`config.mk`:
```
export PLATFORM = sky130hd
export DESIGN_NAME = uart_tx_parity_flat
export DESIGN_NICKNAME = d
export VERILOG_FILES = /design/src/rtl/uart_pkg.sv /design/src/rtl/uart_tx_parity_if.sv /design/src/rtl/uart_tx_parity.sv /design/src/flat_wrapper.sv
export SDC_FILE = /design/constraint.sdc
export NUM_CORES = 1
export LEC_CHECK = 0
export CAP_MARGIN = 20
export CORE_AREA = 2 2 63 65
export DETAILED_ROUTE_END_ITERATION = 10
export DIE_AREA = 0 0 65 67
export GPL_ROUTABILITY_DRIVEN = 0
export PLACE_DENSITY_LB_ADDON = 0.1
export SYNTH_ARGS = -nofsm -noshare
export SYNTH_HDL_FRONTEND = slang
export SYNTH_SLANG_ARGS = --single-unit
```
`constraint.sdc`:
```
create_clock -name clk -period 4.4 [get_ports clk]
set_input_delay 0.88 -clock clk [delete_from_list [all_inputs] [get_ports clk]]
set_output_delay 0.88 -clock clk [all_outputs]
set_load 0.005 [all_outputs]
```
`src/rtl/uart_pkg.sv`:
```
// Shared UART definitions used by the transmitter and the matching receiver.
//   uart_state_e : 3-bit frame FSM encoding (IDLE/START/DATA/PARITY/STOP)
//   OVERSAMPLE   : s_tick pulses per bit period
package uart_pkg;

  localparam int unsigned OVERSAMPLE = 16;

  typedef enum logic [2:0] {
    IDLE   = 3'd0,
    START  = 3'd1,
    DATA   = 3'd2,
    PARITY = 3'd3,
    STOP   = 3'd4
  } uart_state_e;

endpackage

```
`src/rtl/uart_tx_parity_if.sv`:
```
// Handshake/line bundle for the parity UART transmitter.
//   tx_start, s_tick, din                  : requester -> transmitter
//   tx, tx_busy, tx_done_tick, tx_parity   : transmitter -> requester/line
interface uart_tx_parity_if;

  logic       tx_start;
  logic       s_tick;
  logic [7:0] din;
  logic       tx;
  logic       tx_busy;
  logic       tx_done_tick;
  logic       tx_parity;

  modport master (
    output tx_start, s_tick, din,
    input  tx, tx_busy, tx_done_tick, tx_parity
  );

  modport slave (
    input  tx_start, s_tick, din,
    output tx, tx_busy, tx_done_tick, tx_parity
  );

endinterface

```
`src/rtl/uart_tx_parity.sv`:
```
// Parity-extended UART transmitter: start bit, DBIT data bits LSB-first,
// one parity bit, then a stop period of SB_TICK s_ticks.
//   clk   : rising-edge clock
//   reset : asynchronous active-low reset
//   bus   : slave side of uart_tx_parity_if (tx_start/s_tick/din in;
//           tx/tx_busy/tx_done_tick/tx_parity out)
module uart_tx_parity
  import uart_pkg::*;
#(
  parameter int unsigned DBIT       = 8,
  parameter int unsigned SB_TICK    = 16,
  parameter bit          PARITY_ODD = 1'b0
) (
  input  logic              clk,
  input  logic              reset,
  uart_tx_parity_if.slave   bus
);

  localparam logic [4:0] TICK_LAST = 5'(OVERSAMPLE - 1);
  localparam logic [4:0] STOP_LAST = 5'(SB_TICK - 1);
  localparam logic [2:0] BIT_LAST  = 3'(DBIT - 1);

  uart_state_e state_q, state_d;
  logic [4:0]  tick_q, tick_d;
  logic [2:0]  bit_q, bit_d;
  logic [7:0]  shift_q, shift_d;
  logic        parity_q, parity_d;
  logic        tx_q, tx_d;
  logic        busy_q, busy_d;
  logic        done;

  always_comb begin
    state_d  = state_q;
    tick_d   = tick_q;
    bit_d    = bit_q;
    shift_d  = shift_q;
    parity_d = parity_q;
    done     = 1'b0;

    case (state_q)
      IDLE: begin
        if (bus.tx_start) begin
          shift_d  = bus.din;
          parity_d = (^bus.din[DBIT-1:0]) ^ PARITY_ODD;
          tick_d   = '0;
          state_d  = START;
        end
      end
      START: begin
        if (bus.s_tick) begin
          if (tick_q == TICK_LAST) begin
            tick_d  = '0;
            bit_d   = '0;
            state_d = DATA;
          end else begin
            tick_d = tick_q + 5'd1;
          end
        end
      end
      DATA: begin
        if (bus.s_tick) begin
          if (tick_q == TICK_LAST) begin
            tick_d  = '0;
            shift_d = {1'b0, shift_q[7:1]};
            if (bit_q == BIT_LAST) begin
              state_d = PARITY;
            end else begin
              bit_d = bit_q + 3'd1;
            end
          end else begin
            tick_d = tick_q + 5'd1;
          end
        end
      end
      PARITY: begin
        if (bus.s_tick) begin
          if (tick_q == TICK_LAST) begin
            tick_d  = '0;
            state_d = STOP;
          end else begin
            tick_d = tick_q + 5'd1;
          end
        end
      end
      STOP: begin
        if (bus.s_tick) begin
          if (tick_q == STOP_LAST) begin
            tick_d  = '0;
            done    = 1'b1;
            state_d = IDLE;
          end else begin
            tick_d = tick_q + 5'd1;
          end
        end
      end
      default: begin
        state_d = IDLE;
        tick_d  = '0;
        bit_d   = '0;
      end
    endcase

    // Line level is decoded from the next state so the registered tx
    // changes on the same edge as the state it belongs to.
    case (state_d)
      START:   tx_d = 1'b0;
      DATA:    tx_d = shift_d[0];
      PARITY:  tx_d = parity_d;
      default: tx_d = 1'b1;
    endcase

    busy_d = (state_d != IDLE);
  end

  always_ff @(posedge clk or negedge reset) begin
    if (!reset) begin
      state_q  <= IDLE;
      tick_q   <= '0;
      bit_q    <= '0;
      shift_q  <= '0;
      parity_q <= 1'b0;
      tx_q     <= 1'b1;
      busy_q   <= 1'b0;
    end else begin
      state_q  <= state_d;
      tick_q   <= tick_d;
      bit_q    <= bit_d;
      shift_q  <= shift_d;
      parity_q <= parity_d;
      tx_q     <= tx_d;
      busy_q   <= busy_d;
    end
  end

  assign bus.tx           = tx_q;
  assign bus.tx_busy      = busy_q;
  assign bus.tx_parity    = parity_q;
  // Done is asserted in the cycle the STOP->IDLE move is decided.
  assign bus.tx_done_tick = done;

endmodule

```
`src/flat_wrapper.sv`:
```
// flat-port wrapper written by rule: the top's interface ports become plain ports
module uart_tx_parity_flat import uart_pkg::*;
#(
  parameter int unsigned DBIT       = 8,
  parameter int unsigned SB_TICK    = 16,
  parameter bit          PARITY_ODD = 1'b0
)
  (clk, reset, bus_tx_start, bus_s_tick, bus_din, bus_tx, bus_tx_busy, bus_tx_done_tick, bus_tx_parity);
  uart_tx_parity_if bus_i ();
  input  logic clk;
  input  logic reset;
  input wire logic [$bits(bus_i.tx_start)-1:0] bus_tx_start;
  input wire logic [$bits(bus_i.s_tick)-1:0] bus_s_tick;
  input wire logic [$bits(bus_i.din)-1:0] bus_din;
  output wire logic [$bits(bus_i.tx)-1:0] bus_tx;
  output wire logic [$bits(bus_i.tx_busy)-1:0] bus_tx_busy;
  output wire logic [$bits(bus_i.tx_done_tick)-1:0] bus_tx_done_tick;
  output wire logic [$bits(bus_i.tx_parity)-1:0] bus_tx_parity;
  assign bus_i.tx_start = bus_tx_start;
  assign bus_i.s_tick = bus_s_tick;
  assign bus_i.din = bus_din;
  assign bus_tx = bus_i.tx;
  assign bus_tx_busy = bus_i.tx_busy;
  assign bus_tx_done_tick = bus_i.tx_done_tick;
  assign bus_tx_parity = bus_i.tx_parity;
  uart_tx_parity #(.DBIT(DBIT), .SB_TICK(SB_TICK), .PARITY_ODD(PARITY_ODD)) u_core (.clk(clk), .reset(reset), .bus(bus_i));
endmodule
```
==> flow_summary.json, run 1 <==
{
  "core-area_sq_um": 3610,
  "post-cts-setup-buffers": 0,
  "h-tree-depth": 1,
  "r2r-end": "u_core.bus.tx_busy",
  "hp-start": "u_core.shift_q[2]",
  "post_layout_nonfiller_instances": 182,
  "viasPerCell": 5.07,
  "cts_tree": "built",
  "arrival_ns": 2.26,
  "final_area_sq_um": 1470,
  "yosysWarnings": 0,
  "synth-main-ff-cell": "dfrtp_1",
  "drt_iter0_drc": 37,
  "die_h_um": 67,
  "syn_inst": 120,
  "grt_use_total_pct": 12.5,
  "worstSetupStartpointType": "input port",
  "relSlewSlack_pct": 61.7,
  "root_buffer": "clkbuf_8",
  "critPathMaxFanout": 9,
  "synth_fp_nets": 135,
  "skew_ns": 0.00258,
  "cts_hold_buf": 0,
  "die_w_um": 65,
  "status": "completed",
  "drc": 0,
  "ff2ff_path_depth": 6,
  "synth_area_per_cell_sq_um": 10.5,
  "peakVddDrop_mv": 0.229,
  "overflow": 0,
  "drtAntennaViolNets": 0,
  "synthTopCellsByArea": "dfrtp_1 42%, xnor2_1 5.6%, a21o_1 4.2%",
  "dr.pass1.iters": 4,
  "fmaxAchievable_mhz": 318,
  "dpl_cell_area_sq_um": 1400,
  "powerDensity_nw_per_um2": 444,
  "finalMaxSlewViolations": 0,
  "hold_viol": 0,
  "path_class": "in2out",
  "cts_resized": 0,
  "timing.final.crit_share_pct": 71.4,
  "synthTopCellsByCount": "21 x dfrtp_1, 10 x nor2_1, 9 x nand2_1",
  "io_pins": 16,
  "port_buffers": 15,
  "required_ns": 3.52,
  "fillCellCount": 362,
  "wl_per_cell_um": 13.1,
  "grt_max_degree": 23,
  "synth_top_area_share_pct": 41.9,
  "syn_area_sq_um": 1250,
  "die_area_sq_um": 4360,
  "clk_latency_ns": 0.26,
  "synth_seq_cells": 22,
  "drive_gt1_share_pct": 11.9,
  "setup_viol": 0,
  "cts_buffers": 3,
  "drv_cap": 0,
  "hold_path_end": "u_core.shift_q[2]",
  "ys_seq_area_share_pct": 44.0,
  "endpoint_kind": "primary output",
  "cts.path.max_buffers": 2,
  "area_delta_synth_final_pct": 16.9,
  "dpl.hpwl_um": 1690,
  "async_flop_share_pct": 100,
  "clk_pin_slew_ns": 0.08,
  "min_path_type": "reg2reg",
  "rows": 22,
  "fin_tns_setup_ns": 0,
  "synth_edf_count": 0,
  "hold_depth": 1,
  "fin_nets": 150,
  "synth_top_cell_by_area": "dfrtp_1",
  "grt_pass1_vias": 944,
  "seqCellArea_sq_um": 552,
  "synth.most_common_cell": "dfrtp_1",
  "antenna_cells": 0,
  "routed_wl_um": 2380,
  "placedCellCount": 177,
  "routed-via-count": 923,
  "antenna_found_initial": 0,
  "min_period_ns": 3.14,
  "cts_num_sinks": 22,
  "multiInputGateArea_sq_um": 606,
  "p_leak_uw": 0.000644,
  "worst_pin_slew_ns": 0.573,
  "initial_core_util_pct": 34.8,
  "r2r_start": "u_core.tick_q[0]",
  "grt_pass1_wl_um": 4250,
  "netlist-cell-type-count": 36,
  "rsz0062_at_grt": "false",
  "r2r_slack_ns": 2.43
}
==> worst max-delay path, stage by stage <==
cell and delay, ns:
clkdlybuf4s50_1 0.63, nand2_1 0.11, nor2_1 0.12, clkdlybuf4s50_1 0.51
==> worst max path at each step <==
stage	from	end	slack, ns
after floorplan	bus_s_tick	bus_tx_done_tick	2.35
after global placement	bus_s_tick	bus_tx_done_tick	1.31
after detailed placement	bus_s_tick	bus_tx_done_tick	1.25
after CTS	bus_s_tick	bus_tx_done_tick	1.25
after global routing	bus_s_tick	bus_tx_done_tick	1.19
final	bus_s_tick	bus_tx_done_tick	1.26
==> report_power, final <==
| group | internal [uW] | switching (uW) | leakage (uW) | total (uW) |
|---|---|---|---|---|
| registers | 270 | 52.6 | 0.000271 | 322 |
| clock network | 79.8 | 68.0 | 0.0000288 | 148 |
| logic | 101 | 80.1 | 0.000345 | 181 |
| total | 451 | 201 | 0.000644 | 651 |
==> layer usage <==
metal | global-route usage (%) | wire [um]
met1 | 16.1 | 1130
met2 | 21.0 | 1160
met3 | 2.70 | 74
met4 | 3.19 | 14
met5 | 0 | 0
==> cells by family after synthesis <==
family          share of synthesized area (%)
compound gates                           18.8
xor+xnor                                 5.58
fa+ha+maj                                2.99
buf+inv                                  7.78
flops                                    44.0
mux                                      5.18
simple gates                             15.7
==> per-stage QoR <==
stage	power [uW]	hold WS [ns]	setup slack [ns]	util [%]
after floorplan	454	0.445	2.35	-
after global placement	503	0.457	1.31	38.8
after detailed placement	507	0.466	1.25	38.8
after CTS	660	0.491	1.25	40.3
after global routing	704	0.510	1.19	40.7
final	651	0.483	1.26	40.7
==> cell type report <==
class | count | share of cell area (%)
multi-input cells | 85 | 41.3
inverters | 6 | 1.53
well taps | 48 | 4.09
repair buffers | 17 | 11.8
flip-flops and latches | 22 | 37.6
clock buffers | 4 | 3.75
==> state kept, by name, indices dropped and copies added (netlist names) <==
name,cells
u_core.bus.tx_busy,1
u_core.bit_q,3
u_core.state_q,3
u_core.bus.tx_parity,1
u_core.shift_q,8
u_core.tick_q,5
u_core.bus.tx,1
==> placed cells by master, fill, tap and decap left out, types with 2 or more instances in the layout <==
cell             instances
a21o_1                   7
xnor2_1                  8
nor2b_1                  2
nand4_1                  2
a22o_1                   6
mux2_2                   2
mux2i_1                  2
o21ai_0                  6
inv_1                    5
dfrtp_1                 21
a21oi_1                  6
clkbuf_8                 4
nand3_1                  5
o31ai_1                  4
clkdlybuf4s50_1         15
ha_1                     3
nor2_1                  10
nand2_1                  9
(Power assumes the default switching activity.)
==> inputs of run 2 (changes only) <==
Clock period 4.4 ns to 3.1 ns, I/O delays scaled along.
==> run 2 against run 1 <==
  * Die area unchanged
  * Final cell count did not move
  * Total power rose by 51%
  * Routed wire length fell by 0.63%
  * Count of clock-buffer cells in the layout fell by 1
  * Setup slack lost 0.76 ns
  * Sequential share of layout area down 0.22 points
  * Final area rose by 0.60%
  * Sequential power is 43% higher
  * Non-clock buffer count did not move
  * Register-to-register slack worse by 1.3 ns
  * Critical endpoint unchanged
  * Highest routed layer unchanged
==> flow_summary.json, run 2 (synthesis gave the netlist of run 1 again) <==
{
  "h-tree-depth": 1,
  "endpoint_kind": "primary output",
  "cts_resized": 0,
  "area_delta_synth_final_pct": 17.6,
  "cts_tree": "built",
  "status": "completed",
  "drt_iter0_drc": 37,
  "cts_buffers": 3,
  "reg.largest.list": "u_core.shift_q: 8 flops, u_core.tick_q: 5 flops",
  "routed_wl_um": 2370,
  "antenna_found_initial": 0,
  "timing.final.crit_share_pct": 84.1,
  "dpl_cell_area_sq_um": 1410,
  "antenna_cells": 0,
  "final_area_sq_um": 1480,
  "largest_register_ff_count": 8,
  "die_h_um": 67,
  "hold_ws_ns": 0.485,
  "dp_slack_ns": 0.496,
  "setup_ws_ns": 0.492,
  "cts_num_sinks": 22,
  "powerDensity_nw_per_um2": 666,
  "clk_pin_slew_ns": 0.09,
  "worstSetupStartpointType": "input port",
  "setup_viol": 0,
  "relSlewSlack_pct": 64.9,
  "grt_busiest_layer": "met2",
  "grt_use_total_pct": 12.5,
  "fin_tns_setup_ns": 0,
  "grt_pass1_wl_um": 4220,
  "viasPerCell": 4.88,
  "critPathMaxFanout": 9,
  "critPathSlowestCell": "clkdlybuf4s50_1",
  "path_cells": "clkdlybuf4s50_1 > nand2_1 > nor2_1 > clkdlybuf4s50_1",
  "regMostFlops": "u_core.shift_q",
  "worst_pin_slew_ns": 0.525,
  "post-cts-setup-buffers": 0,
  "drc": 0,
  "rsz0062_at_grt": "false",
  "peakVddDrop_mv": 0.304,
  "root_buffer": "clkbuf_8",
  "dpl.hpwl_um": 1730,
  "die_area_sq_um": 4360,
  "routed-via-count": 889,
  "grt_max_degree": 23,
  "drive_gt1_share_pct": 11.9,
  "cts_hold_buf": 0,
  "fmaxAchievable_mhz": 383,
  "arrival_ns": 1.99,
  "overflow": 0,
  "wl_per_cell_um": 13.0,
  "min_period_ns": 2.61,
  "drtAntennaViolNets": 0,
  "io_pins": 16,
  "grt_util_met1_pct": 17.2,
  "min_path_type": "reg2reg",
  "mostFrequentLayoutCell": "dfrtp_1",
  "use_met3_pct": 2.20,
  "grtUsageMet2_pct": 19.8,
  "mostFrequentLayoutCells": "21 x dfrtp_1, 15 x clkdlybuf4s50_1, 10 x nor2_1, 9 x nand2_1, 8 x xnor2_1",
  "p_leak_uw": 0.000649,
  "fin_nets": 150,
  "dr.pass1.iters": 4,
  "path_class": "in2out",
  "rows": 22,
  "clk_latency_ns": 0.26,
  "skew_ns": 0.00707,
  "cp_slowest_stage_delay_ns": 0.63,
  "core-area_sq_um": 3610,
  "worst_path_most_repeated_cell": "clkdlybuf4s50_1",
  "finalMaxSlewViolations": 0,
  "drv_cap": 0,
  "grt_pass1_vias": 908,
  "required_ns": 2.48,
  "die_w_um": 65,
  "initial_core_util_pct": 34.8,
  "port_buffers": 15,
  "hold_viol": 0,
  "cts.path.max_buffers": 2
}
==> run 2: cell types whose count changed in the layout (fill, tap and decap cells not counted) <==
cell       change
bufinv_16      +1
clkbuf_8       -1
buf_4          +1
buf_8          -1
==> run 2: worst max-delay path: cells and delay by family <==
family | cells | cell delay, ns
buffers and inverters | 2 | 1.13
and+or+nand+nor | 2 | 0.23
==> run 2: final cells by class <==
type                            instances  area, sq um
Clock buffer                            3         41.3
Clock inverter                          1         30.0
Fill cell                             364         2130
Inverter                                6         22.5
Multi-Input combinational cell         85          606
Sequential cell                        22          552
Tap cell                               48         60.1
Timing Repair Buffer                   17          165
==> run 2: where the power goes <==
part / internal [uW] / switching [uW] / total, uW
Sequential: 383 / 77.1 / 460
Combinational: 143 / 111 / 254
Clock: 172 / 96.9 / 269
==> run 2: layer usage <==
layer	share of wire, %	up-vias
met3	2.5	2
met1	47	422
met2	49	7
met4	0.85	0
li1	-	458
met5	0	-
==> run 2: stage by stage <==
stage	instances	total power [uW]	utilization [%]
3_3_place_gp	178	715	39.0
4_1_cts	182	1000	40.9
2_1_floorplan	120	644	-
5_1_grt	182	1060	40.9
3_5_place_dp	178	724	39.0
6_report	182	983	40.9
==> run 2: final timing paths <==
| path | from | slack (ns) | cells after the start | to |
|---|---|---|---|---|
| max | bus_s_tick | 0.49 | 4 | bus_tx_done_tick |
| min | u_core.shift_q[1] | 0.49 | 1 | u_core.shift_q[1] |
| max reg2reg | u_core.tick_q[1] | 1.13 | 6 | u_core.shift_q[6] |
| min reg2reg | u_core.shift_q[1] | 0.49 | 1 | u_core.shift_q[1] |
| max in group asynchronous | reset | 2.11 | 2 | u_core.bus.tx |
| min in group asynchronous | reset | 0.71 | 2 | u_core.bit_q[2] |
==> inputs of run 3 (changes only) <==
Clock period 3.1 ns to 2.3 ns, I/O delays scaled along.
==> run 3 against run 2 <==
  * Setup slack worse by 0.12 ns
  * Largest power group unchanged
  * Sequential cell count stayed put
  * Non-clock buffer count grew 7
  * Core utilization grew 1.2 points
==> flow_summary.json, run 3 (synthesis gave the netlist of run 1 again) <==
{
  "status": "completed",
  "grt_pass1_wl_um": 4100,
  "die_w_um": 65,
  "critPathMaxFanout": 6,
  "cts_num_sinks": 22,
  "relSlewSlack_pct": 73.4,
  "powerDensity_nw_per_um2": 833,
  "rows": 22,
  "r2r_start": "u_core.tick_q[1]",
  "reg.largest.list": "u_core.shift_q: 8 flops, u_core.tick_q: 5 flops",
  "grt_use_total_pct": 12.3,
  "worst_pin_slew_ns": 0.396,
  "cts_hold_buf": 0,
  "rsz0062_at_grt": "false",
  "peakVddDrop_mv": 0.342,
  "area_delta_synth_final_pct": 21.0,
  "power_uw": 1270,
  "antenna_found_initial": 0,
  "drt_iter0_drc": 40,
  "worstSetupStartpointType": "flop",
  "min_path_type": "reg2reg",
  "dpl_cell_area_sq_um": 1440,
  "fin_nets": 157,
  "required_ns": 2.45,
  "grt_max_degree": 23,
  "cp-startpoint": "u_core.tick_q[1]",
  "drc": 0,
  "cts_tree": "built",
  "timing.final.crit_share_pct": 83.9,
  "crit_end": "u_core.bus.tx_busy",
  "hold_ws_ns": 0.481,
  "drv_cap": 0,
  "r2r-end": "u_core.bus.tx_busy",
  "arrival_ns": 2.08,
  "antenna_cells": 0,
  "io_pins": 16,
  "drive_gt1_share_pct": 17.7,
  "viasPerCell": 4.80,
  "grt_pass1_vias": 864,
  "wl_per_cell_um": 12.8,
  "skew_ns": 0.000607,
  "fmaxAchievable_mhz": 518,
  "final_area_sq_um": 1520,
  "cts_buffers": 3,
  "path_class": "reg2reg",
  "mostFrequentLayoutCell": "dfrtp_1",
  "routed_wl_um": 2420,
  "initial_core_util_pct": 34.8,
  "ff2ff_path_depth": 7,
  "finalMaxSlewViolations": 0,
  "hold_viol": 0,
  "placedCellCount": 182,
  "fin_tns_setup_ns": 0,
  "endpoint_kind": "flop",
  "clk_latency_ns": 0.26,
  "min_period_ns": 1.93,
  "p_leak_uw": 0.000693,
  "regMostFlops": "u_core.shift_q",
  "post_layout_nonfiller_instances": 189,
  "cts.path.max_buffers": 2,
  "port_buffers": 15,
  "overflow": 0,
  "dpl.hpwl_um": 1700,
  "clk_pin_slew_ns": 0.08,
  "mostFrequentLayoutCells": "21 x dfrtp_1, 14 x clkdlybuf4s50_1, 10 x nor2_1, 9 x nand2_1, 9 x buf_4",
  "die_area_sq_um": 4360,
  "routed-via-count": 907,
  "largest_register_ff_count": 8,
  "root_buffer": "clkbuf_8",
  "core-area_sq_um": 3610,
  "r2r_slack_ns": 0.37,
  "h-tree-depth": 1,
  "die_h_um": 67,
  "drtAntennaViolNets": 0,
  "setup_viol": 0,
  "dr.pass1.iters": 4
}
-- run 3: critical path, cell delays in order, from the launching register on --
cell,delay (ns)
dfrtp_1,0.38
ha_2,0.21
and4b_2,0.25
buf_4,0.14
and3_4,0.21
mux2i_4,0.24
inv_2,0.05
or3_1,0.33
-- run 3: how the worst min path moves through the flow --
stage                                  from           endpoint  slack, ns  cells after the start
after floorplan                       reset    u_core.bit_q[0]       0.16                      0
after global placement    u_core.shift_q[1]  u_core.shift_q[1]       0.46                      1
after detailed placement  u_core.shift_q[1]  u_core.shift_q[1]       0.47                      1
after CTS                 u_core.shift_q[1]  u_core.shift_q[1]       0.49                      1
after global routing      u_core.shift_q[1]  u_core.shift_q[1]       0.50                      1
final                     u_core.shift_q[1]  u_core.shift_q[1]       0.48                      1
-- run 3: power by group --
part | internal [uW] | switching, uW
Sequential | 516 | 92.8
Clock | 153 | 125
Combinational | 215 | 165
Total | 884 | 382
-- run 3: per-layer routing --
metal | share of wire, % | up-vias | global-route usage (%)
met5 | 0 | - | 0
met4 | 1.5 | 0 | 3.99
met3 | 3.3 | 5 | 2.70
met2 | 45 | 14 | 19.1
met1 | 50 | 422 | 17.0
li1 | - | 466 | -
-- run 3: cell type report --
type                            count  area (sq um)
Clock buffer                        4          55.1
Fill cell                         373          2090
Inverter                            6          22.5
Multi-Input combinational cell     85           609
Sequential cell                    22           552
Tap cell                           48          60.1
Timing Repair Buffer               24           220
-- run 3: timing repair --
item	4_1_cts	5_1_grt
endpoints found under the setup margin	1	1
gates resized for setup	1	2
setup buffers	1	2
pin swaps	0	1
-- run 3: per-stage QoR --
| step | utilization [%] | setup WS (ns) |
|---|---|---|
| finish | 42.1 | 0.370 |
| global placement | 39.8 | 0.232 |
| floorplan | - | 0.517 |
| CTS | 41.6 | 0.0240 |
| detailed placement | 39.8 | 0.197 |
| global route | 42.1 | 0.281 |
